## src/rtl/avg_decim_fifo_if.sv

```systemverilog
// Stream interface of the average/decimate output stage: sum input, FIFO read side, status.
interface avg_decim_fifo_if #(
    parameter int DATA_W = 16,
    parameter int ADDR_W = 2
);
    logic [DATA_W-1:0] in_data;
    logic              in_valid;
    logic [DATA_W-1:0] out_data;
    logic              out_valid;
    logic              out_ready;
    logic [ADDR_W:0]   level;
    logic              overflow;
    logic [7:0]        drop_cnt;

    modport slave (
        input  in_data, in_valid, out_ready,
        output out_data, out_valid, level, overflow, drop_cnt
    );

    modport master (
        output in_data, in_valid, out_ready,
        input  out_data, out_valid, level, overflow, drop_cnt
    );
endinterface

```

## src/rtl/avg_decim_fifo.sv

```systemverilog
// Scales the moving-average running sum, keeps 1 of every DECIM valid samples and
// buffers kept samples in a first-word-fall-through FIFO with overflow accounting.
module avg_decim_fifo #(
    parameter int DATA_W     = 16,
    parameter int SHIFT      = 3,
    parameter int DECIM      = 4,
    parameter int FIFO_DEPTH = 4,
    parameter int ADDR_W     = 2
) (
    input  logic              i_clk,
    input  logic              i_reset,
    avg_decim_fifo_if.slave   bus
);
    localparam int CNT_W = (DECIM > 1) ? $clog2(DECIM) : 1;
    localparam logic [CNT_W-1:0]  CNT_LAST = CNT_W'(DECIM - 1);
    localparam logic [ADDR_W:0]   LVL_FULL = (ADDR_W + 1)'(FIFO_DEPTH);

    logic [CNT_W-1:0]  r_dcnt;
    logic [DATA_W-1:0] r_stage_data;
    logic              r_stage_vld;
    logic [DATA_W-1:0] r_mem [FIFO_DEPTH];
    logic [ADDR_W-1:0] r_wr_ptr;
    logic [ADDR_W-1:0] r_rd_ptr;
    logic [ADDR_W:0]   r_level;
    logic              r_overflow;
    logic [7:0]        r_drop_cnt;

    logic w_keep, w_full, w_empty, w_pop, w_push, w_drop;

    assign w_keep  = bus.in_valid && (r_dcnt == CNT_LAST);
    assign w_full  = (r_level == LVL_FULL);
    assign w_empty = (r_level == '0);
    assign w_pop   = !w_empty && bus.out_ready;
    // A pop in the same cycle frees the slot the full FIFO's write targets.
    assign w_push  = r_stage_vld && (!w_full || w_pop);
    assign w_drop  = r_stage_vld && w_full && !w_pop;

    always_ff @(posedge i_clk) begin
        if (i_reset) begin
            r_dcnt       <= '0;
            r_stage_data <= '0;
            r_stage_vld  <= 1'b0;
        end else begin
            if (bus.in_valid)
                r_dcnt <= (r_dcnt == CNT_LAST) ? '0 : r_dcnt + 1'b1;
            r_stage_data <= bus.in_data >> SHIFT;
            r_stage_vld  <= w_keep;
        end
    end

    always_ff @(posedge i_clk) begin
        if (!i_reset && w_push)
            r_mem[r_wr_ptr] <= r_stage_data;
    end

    always_ff @(posedge i_clk) begin
        if (i_reset) begin
            r_wr_ptr   <= '0;
            r_rd_ptr   <= '0;
            r_level    <= '0;
            r_overflow <= 1'b0;
            r_drop_cnt <= '0;
        end else begin
            if (w_push) r_wr_ptr <= r_wr_ptr + 1'b1;
            if (w_pop)  r_rd_ptr <= r_rd_ptr + 1'b1;
            if (w_push && !w_pop)
                r_level <= r_level + 1'b1;
            else if (w_pop && !w_push)
                r_level <= r_level - 1'b1;
            if (w_drop) begin
                r_overflow <= 1'b1;
                if (r_drop_cnt != 8'hFF) r_drop_cnt <= r_drop_cnt + 1'b1;
            end
        end
    end

    // Memory is not reset, so the head is masked to zero while empty.
    assign bus.out_data  = w_empty ? '0 : r_mem[r_rd_ptr];
    assign bus.out_valid = !w_empty;
    assign bus.level     = r_level;
    assign bus.overflow  = r_overflow;
    assign bus.drop_cnt  = r_drop_cnt;
endmodule

```

## src/flat_wrapper.sv

```systemverilog
// flat-port wrapper written by rule: the top's interface ports become plain ports
module avg_decim_fifo_flat 
#(
    parameter int DATA_W     = 16,
    parameter int SHIFT      = 3,
    parameter int DECIM      = 4,
    parameter int FIFO_DEPTH = 4,
    parameter int ADDR_W     = 2
)
  (i_clk, i_reset, bus_in_data, bus_in_valid, bus_out_ready, bus_out_data, bus_out_valid, bus_level, bus_overflow, bus_drop_cnt);
  avg_decim_fifo_if #(.DATA_W(DATA_W), .ADDR_W(ADDR_W)) bus_i ();
  input  logic i_clk;
  input  logic i_reset;
  input wire logic [$bits(bus_i.in_data)-1:0] bus_in_data;
  input wire logic [$bits(bus_i.in_valid)-1:0] bus_in_valid;
  input wire logic [$bits(bus_i.out_ready)-1:0] bus_out_ready;
  output wire logic [$bits(bus_i.out_data)-1:0] bus_out_data;
  output wire logic [$bits(bus_i.out_valid)-1:0] bus_out_valid;
  output wire logic [$bits(bus_i.level)-1:0] bus_level;
  output wire logic [$bits(bus_i.overflow)-1:0] bus_overflow;
  output wire logic [$bits(bus_i.drop_cnt)-1:0] bus_drop_cnt;
  assign bus_i.in_data = bus_in_data;
  assign bus_i.in_valid = bus_in_valid;
  assign bus_i.out_ready = bus_out_ready;
  assign bus_out_data = bus_i.out_data;
  assign bus_out_valid = bus_i.out_valid;
  assign bus_level = bus_i.level;
  assign bus_overflow = bus_i.overflow;
  assign bus_drop_cnt = bus_i.drop_cnt;
  avg_decim_fifo #(.DATA_W(DATA_W), .SHIFT(SHIFT), .DECIM(DECIM), .FIFO_DEPTH(FIFO_DEPTH), .ADDR_W(ADDR_W)) u_core (.i_clk(i_clk), .i_reset(i_reset), .bus(bus_i));
endmodule
```

## config.mk

```make
export PLATFORM = sky130hd
export DESIGN_NAME = avg_decim_fifo_flat
export DESIGN_NICKNAME = d
export VERILOG_FILES = /design/src/rtl/avg_decim_fifo_if.sv /design/src/rtl/avg_decim_fifo.sv /design/src/flat_wrapper.sv
export SDC_FILE = /design/constraint.sdc
export NUM_CORES = 1
export LEC_CHECK = 0
export CAP_MARGIN = 10
export CORE_ASPECT_RATIO = 1.75
export CORE_UTILIZATION = 48
export CTS_CLUSTER_DIAMETER = 60
export DETAILED_ROUTE_END_ITERATION = 8
export GPL_TIMING_DRIVEN = 0
export PLACE_DENSITY = 0.75
export RECOVER_POWER = 25
export SYNTH_ARGS = -nofsm -noshare
export SYNTH_HDL_FRONTEND = slang
export SYNTH_SLANG_ARGS = --single-unit
export TNS_END_PERCENT = 5
```

## constraint.sdc

```tcl
create_clock -name i_clk -period 2.1 [get_ports i_clk]
set_input_delay 0.21 -clock i_clk [delete_from_list [all_inputs] [get_ports i_clk]]
set_output_delay 0.21 -clock i_clk [all_outputs]
set_load 0.05 [all_outputs]
```

# After elaboration in Yosys (flattened, before gate mapping)
# Memory sizes are Yosys's and may differ from the RTL's. A register that Yosys moved wholly into a read port is not among the register bits.
# Cells that the tools add are included.
[word_totals] register_bits=35 mem_bits_rw=64 in_bits=20 output_inout_bits=29 elab_cells=44 memories=1
[classes] add_sub_neg=6 n_eq_ne=3 muxes=8 n_reduce_logical=17
[memory_table] memory="u_core.r_mem" words=4 width=16 rd=1 rd_clocked_by_memory_dff=1 wr=1 line_no="avg_decim_fifo.sv:21" rtl="logic [DATA_W-1:0] r_mem [FIFO_DEPTH];"
[op_table] cell="16-bit two-way mux" n=1
[op_table] cell="8-bit by 1-bit adder with 8-bit output, second input constant" n=1
[op_table] cell="1-bit logical AND" n=8
[op_table] cell="8-bit != test, second input constant" n=1
[op_table] cell="2-bit by 1-bit adder with 2-bit output, second input constant" n=3
[op_table] cell="2-bit two-way mux" n=3
[op_table] cell="3-bit two-way mux" n=2
[op_table] cell="1-bit logical NOT" n=5
[op_table] cell="3-bit by 1-bit adder with 3-bit output, second input constant" n=1
[op_table] cell="3-bit == test, second input constant" n=1
[op_table] cell="3-bit logical NOT" n=1
[op_table] cell="3-bit by 1-bit subtractor with 3-bit output, second input constant" n=1
[op_table] cell="2-bit == test, second input constant" n=1
[op_table] cell="1-bit two-way mux" n=2
[op_table] cell="2-bit AND reduction" n=1
[op_table] cell="2-bit nonzero test" n=1
[op_table] cell="1-bit logical OR" n=1

# Logic depth before layout (Yosys ltp)
# Gate-level depths: netlist (run 1).
[depth] depth_word=9 depth_mapped=9 ltp_nobuf=9

# Worst setup path before layout (run 1)
# OpenSTA, ideal clock, no wires.
[synth_timing] kind="register to register" startpoint="reg u_core.r_level[0] (netlist: u_core.bus.level[0])" endpoint="reg u_core.r_level[2] (netlist: u_core.bus.level[2])" setup_ns=0.071 arrival_ns=2.447 t_required_ns=2.029 path_slack_ns=-0.418 stages_incl_launch_ff=10 n_path_buf=1 synth_period_minus_slack_ns=2.518 path_cell_list="dfxtp_1 or3_2 clkbuf_1 nand2_1 ha_1 inv_1 fa_1 xor2_1 or3_1 a21oi_1"
[synth_between] elab_chain_cells=8 word_cells_on_any_way=16 classes_between="2 x add/sub; 1 x eq/ne; 2 x mux; 11 x reduce/logical"
[synth_lines] element="from (decl)" line_no="avg_decim_fifo.sv:24" rtl="logic [ADDR_W:0] r_level;"
[synth_lines] element="from (signal assigned)" line_no="avg_decim_fifo.sv:67" rtl="r_level <= r_level + 1'b1;"
[synth_lines] element="from (signal assigned)" line_no="avg_decim_fifo.sv:69" rtl="r_level <= r_level - 1'b1;"
[synth_lines] element="branches (longest 8 deep; another with 3-bit by 1-bit subtractor with 3-bit output)"
# Parallel ways; which one is timed is not known. The select of a mux whose other input is x is not followed.
# A chain may end at the register's enable or synchronous reset.

==> flow_metrics.tcl, run 1 <==
set metrics [dict create \
    synth_top_flop_cell "edfxtp_1" \
    drv_cap 0 \
    seq_area_frac_synth_pct 67.5 \
    syn_area_sq_um 3320 \
    p_leak_nw 1.52 \
    first_global_vias 1841 \
    core_area_sq_um 6590 \
    num_vias 1850 \
    utilization_pct 63.0 \
    finalCritPeriodShare_pct 97.3 \
    maxSlewHeadroom_pct 53.6 \
    area_growth_pct 25.0 \
    start_kind "register" \
    cts.clk_slew.worst_paths_ps 60 \
    clock_latency_ps 330 \
    syn_inst 218 \
    routed_via_density 5.10 \
    cp.required_ps 1890 \
    finalHoldViolCount 0 \
    grt.total_usage_pct 17.6 \
    die_h_um 112 \
    drive_gt1_share_pct 21.0 \
    routed_wl_um 5670 \
    drcViolationCount 0 \
    cts_tree "yes" \
    powerDensity_nw_per_um2 1220 \
    rows 39 \
    status "complete, no violations" \
    n_antenna_cell 0 \
    ir_worst_vdd_uv 825 \
    synth_most_common_cell "edfxtp_1" \
    synth_area_leader_cell "edfxtp_1" \
    die_x_um 64.9 \
    wl_per_cell_um 15.6 \
    final_antenna_net_count 0 \
    clockBufferDepth 2 \
    cp_num_buf_inv 1 \
    slew_viol_final 0 \
    cts_buffers 9 \
    synth_common_cells "edfxtp_1, dfxtp_1, and2_1, nor2_1" \
    dr.first_iter.drc_count 40 \
    nets 304 \
    syn_avg_cell_area_sq_um 15.2 \
    fp.dieArea_sq_um 7270 \
    crit_slowest_cell "mux4_2" \
    max_freq_ghz 0.489 \
    rsz0062_at_grt "yes" \
    dp_hpwl_um 3780 \
    ys_types 31 \
    period_needed_ps 2040 \
    yosysTopAreaCellShare_pct 47.0 \
    critical_path.max_fanout 4 \
    drt-pass1-iter-count 4 \
    initial_core_util_pct 50.4 \
    worstMarginPinSlew_ps 697 \
    antenna_found_initial 0 \
    cts-root-buf "clkbuf_16" \
    synth_edf_count 52 \
    ys_ff_latch 86 \
    hold_path_class "input port to register" \
    fin_skew_ps 5.09 \
    crit_family "multiplexers" \
    yosysWarnings 0 \
    cp.arrival_ps 1830 \
    path_cells "mux4_2 -> and2_1 -> dlygate4sd2_1" \
    grt_overflow 0 \
    num_io_pins 49 \
    htreeDepth 3 \
    gp_congestion 0.710 \
    holdBufCountCts 0 \
    critPathKind "register to primary output" \
    grt_max_degree 14 \
    io_buffers 42 \
    synth.area.top_cells "edfxtp_1, dfxtp_1, mux4_2, and2_1, ha_1" \
    fillers 512 \
    synth-async-reset-ratio_pct 0 \
    grt_pass1_wl_um 8910 \
    setup_viol 0 \
    holdWs_ps 431 \
    endpoint_kind "primary output" \
    clock_sinks 86 \
    critPathMaxStageDelay_ps 510 \
]
logic make-up (layout without fill, tap and decap cells):
logic type | Yosys count | after routing | share of synthesized area, %
simple gates | 69 | 69 | 11.9
buf+inv | 16 | 77 | 2.19
xor+xnor | 8 | 8 | 2.11
compound gates | 12 | 12 | 2.60
fa+ha+maj | 8 | 8 | 3.24
flops | 86 | 86 | 67.5
mux | 18 | 18 | 10.3
other cells | 1 | 3 | 0.113
cell type report:
cell class                 instances  area [sq um]  area share [%]
multi-input combinational        118          1050            25.2
inverter                           6          22.5           0.543
clock buffer                      11           243            5.85
timing repair buffer              46           394            9.50
sequential                        86          2250            54.3
tap                               82           103            2.47
buffer                             9          63.8            1.54
clock inverter                     5          25.0           0.603
sequential cells by signal, indices dropped and copies added, names as in the netlist, named ones only:
| signal | cells |
|---|---|
| u_core.bus.drop_cnt | 8 |
| u_core.r_wr_ptr | 2 |
| u_core.bus.level | 3 |
| u_core.r_stage_data | 13 |
| u_core.r_rd_ptr | 2 |
| u_core.bus.overflow | 1 |
| u_core.r_mem | 52 |
| u_core.r_stage_vld | 1 |
| u_core.r_dcnt | 2 |
worst paths after layout:
kind / from / endpoint / slack [ps] / cells past startpoint
min reg2reg: u_core.r_stage_data[9]$_SDFF_PP0_ / u_core.r_mem[3][9]$_DFFE_PP_ / 480 / 0
max reg2reg: u_core.bus.level[0]$_SDFFE_PP0P_ / u_core.bus.level[2]$_SDFFE_PP0P_ / 60 / 8
min: bus_in_data[3] / u_core.r_stage_data[0]$_SDFF_PP0_ / 430 / 2
max: register / bus_out_data[0] / 60 / 3
worst reg2reg max path, cell delays in order, from the launching register on:
cell,delay (ps)
dfxtp_4,360
or3_4,440
nand2_4,90
ha_4,140
inv_2,30
fa_2,320
xor2_1,150
or3_1,310
a21oi_1,120
through the flow:
stage                     instance area (sq um)  TNS (ps)  power [mW]  setup WS, ps  cells
after global placement                     3900    -20550        3.81          -536    344
after floorplan                            3370     -51.8        3.29         -39.2    220
final                                      4150         0        5.05          55.8    363
after detailed placement                   3900    -21680        3.83          -574    344
after CTS                                  4160     -1850        5.11          -187    360
after global routing                       4150     -23.9        5.26         -16.3    363
repair_timing:
item                       in CTS  in global routing
gates resized for setup        23                 26
setup endpoints to repair      16                 44
buffers inserted                0                  4
pin swaps                       0                  4
metal layers:
layer | wire (um) | up-vias | GRT usage (%)
li1 | - | 903 | -
met4 | 138 | 0 | 9.33
met2 | 3170 | 42 | 31.7
met1 | 2120 | 897 | 17.7
met5 | 0 | - | 0
met3 | 236 | 8 | 4.88
power breakdown:
group / internal, mW / switching, mW
clock: 0.819 / 0.569
sequential: 1.86 / 0.0844
combinational: 0.603 / 1.11
cell usage in the layout (no fill, tap or decap), types with 6 or more instances in the layout:
cell,netlist,final
and2_1,17,17
buf_4,3,7
clkbuf_16,0,9
clkbuf_2,0,8
clkdlybuf4s50_1,0,27
dfxtp_1,34,30
edfxtp_1,52,52
ha_1,7,6
mux4_2,13,13
nor2_1,17,17
nor2b_1,13,13
xor2_1,7,7
No activity file was read; power rests on OpenSTA's default activity.
==> inputs of run 2 (changes only) <==
--- a/config.mk
+++ b/config.mk
@@ -7,8 +7,9 @@
 export LEC_CHECK = 0
 export CAP_MARGIN = 10
 export CORE_ASPECT_RATIO = 1.75
+export CORE_MARGIN = 4
 export CORE_UTILIZATION = 48
-export CTS_CLUSTER_DIAMETER = 60
+export CTS_CLUSTER_DIAMETER = 150
 export DETAILED_ROUTE_END_ITERATION = 8
 export GPL_TIMING_DRIVEN = 0
 export PLACE_DENSITY = 0.75
==> run 2 against run 1 <==
Worst hold slack gained 6.3 ps. First-iteration DRC count rose to 3.9 times the previous value. Via count is 2.0% higher. Critical path depth up 1. Critical endpoint is now bus_out_data[1]. Critical path type unchanged. Global-route usage decreased by 2.8 points. Flip-flop and latch count unchanged. Clock power increased by 10%.
==> flow_metrics.tcl, run 2 (synthesized netlist as in run 1, its figures left out) <==
set metrics [dict create \
    placed_area_sq_um 3900 \
    cts_buffers 9 \
    p_leak_nw 1.55 \
    antenna_found_initial 0 \
    grt_pass1_wl_um 9380 \
    final_cell_mix "edfxtp_1, dfxtp_1, clkdlybuf4s50_1" \
    fillers 536 \
    clock_latency_ps 330 \
    drt-pass1-iter-count 4 \
    routed_via_density 5.16 \
    cp.required_ps 1890 \
    routed_wl_um 5650 \
    setup_viol 0 \
    fp.dieArea_sq_um 8370 \
    min_to "u_core.r_stage_data[5]$_SDFF_PP0_" \
    fin_skew_ps 5.56 \
    num_io_pins 49 \
    slew_viol_final 0 \
    io_buffers 42 \
    cts_tree "yes" \
    rr_startpoint "u_core.bus.level[0]$_SDFFE_PP0P_" \
    finalHoldViolCount 0 \
    start_kind "register" \
    reg2reg_to "u_core.bus.level[2]$_SDFFE_PP0P_" \
    dr.first_iter.drc_count 154 \
    grt_max_degree 15 \
    reg2reg_slack_ps 80 \
    seqCellArea_sq_um 2250 \
    holdWs_ps 437 \
    initial_core_util_pct 50.0 \
    maxSlewHeadroom_pct 53.2 \
    area_growth_pct 26.5 \
    tns_ps 0 \
    hold_path_class "input port to register" \
    dp_hpwl_um 3760 \
    rows 39 \
    top_register "u_core.r_mem" \
    wl_per_cell_um 15.4 \
    cts-root-buf "clkbuf_16" \
    postLayoutCellArea_sq_um 4200 \
    endpoint_kind "primary output" \
    drcViolationCount 0 \
    layout_commonest_cell "edfxtp_1" \
    holdBufCountCts 0 \
    cp.arrival_ps 1830 \
    rsz0062_at_grt "yes" \
    num_vias 1887 \
    worstMarginPinSlew_ps 702 \
    ir_worst_vdd_uv 955 \
    cts.clk_slew.worst_paths_ps 60 \
    finalCritPeriodShare_pct 97.3 \
    htreeDepth 3 \
    critPathKind "register to primary output" \
    critical_path.max_fanout 4 \
    powerDensity_nw_per_um2 1240 \
    clockBufferDepth 2 \
    n_antenna_cell 0 \
    fin_cells 366 \
    max_freq_ghz 0.490 \
    final_antenna_net_count 0 \
    largest_reg_flops 52 \
    holdPathStages 2 \
    gp_congestion 0.740 \
    period_needed_ps 2040 \
    grt.total_usage_pct 14.8 \
    multi_input_area_sq_um 1050 \
    die_x_um 70.9 \
    core_area_sq_um 6640 \
    clock_sinks 86 \
    nets 307 \
    min_from "bus_in_data[8]" \
    drv_cap 0 \
    status "complete, no violations" \
    placedCellCount 344 \
    reg2regPathDepth 8 \
    grt_overflow 0 \
    die_h_um 118 \
    first_global_vias 1966 \
    drive_gt1_share_pct 22.2 \
]
run 2: changes by cell type in the layout (fill, tap and decap cells not counted), sizes merged:
cell / before / now
buf: 12 / 21
clkbuf: 22 / 17
clkinv: 4 / 2
bufinv: 0 / 1
run 2: critical path, stage by stage (launching register included):
cell	delay, ps
dfxtp_4	360
or3_4	430
buf_4	170
and2_1	130
dlygate4sd2_1	420
run 2: report_power, final:
group / internal [mW] / switching (mW) / total, mW
registers: 1.86 / 0.0830 / 1.95
logic: 0.604 / 1.12 / 1.72
clock network: 0.949 / 0.576 / 1.53
run 2: stage by stage:
stage	power, mW	setup WS [ps]	utilization (%)
after floorplan	3.29	-39.2	-
after global placement	3.81	-506	58.7
after detailed placement	3.84	-559	58.7
after CTS	5.26	-186	63.1
after global routing	5.44	-35.6	63.3
final	5.19	57.7	63.3
run 2: layout make-up:
class | instances | share of cell area, %
multi-input cells | 118 | 24.9
repair buffers | 49 | 10.0
clock inverters | 4 | 1.13
inverters | 6 | 0.596
plain buffers | 9 | 1.40
well taps | 82 | 2.44
flip-flops and latches | 86 | 53.6
clock buffers | 12 | 5.87
run 2: repair_timing:
item | 4_1_cts | 5_1_grt
endpoints found under the setup margin | 26 | 30
resized for setup | 23 | 33
setup buffers | 0 | 7
endpoints found under the hold margin | 0 | 0
pin swaps | 0 | 5
run 2: worst max path at each step:
stage | startpoint | endpoint | cells after the start | slack, ps
floorplan | u_core.bus.level[1]$_SDFFE_PP0P_ | u_core.bus.level[2]$_SDFFE_PP0P_ | 9 | -40
global placement | bus_out_ready | u_core.bus.level[2]$_SDFFE_PP0P_ | 10 | -510
detailed placement | bus_out_ready | u_core.bus.level[2]$_SDFFE_PP0P_ | 10 | -560
CTS | register | bus_out_data[9] | 4 | -190
global route | u_core.bus.level[1]$_SDFFE_PP0P_ | u_core.bus.level[2]$_SDFFE_PP0P_ | 10 | -40
finish | u_core.bus.level[0]$_SDFFE_PP0P_ | bus_out_data[1] | 4 | 60
run 2: layer usage:
metal	vias to the layer above	share of wire, %	GRT usage, %
li1	912	-	-
met1	924	38	16.0
met2	43	55	26.5
met3	8	4.4	3.85
met4	0	1.9	6.35
met5	-	0	0
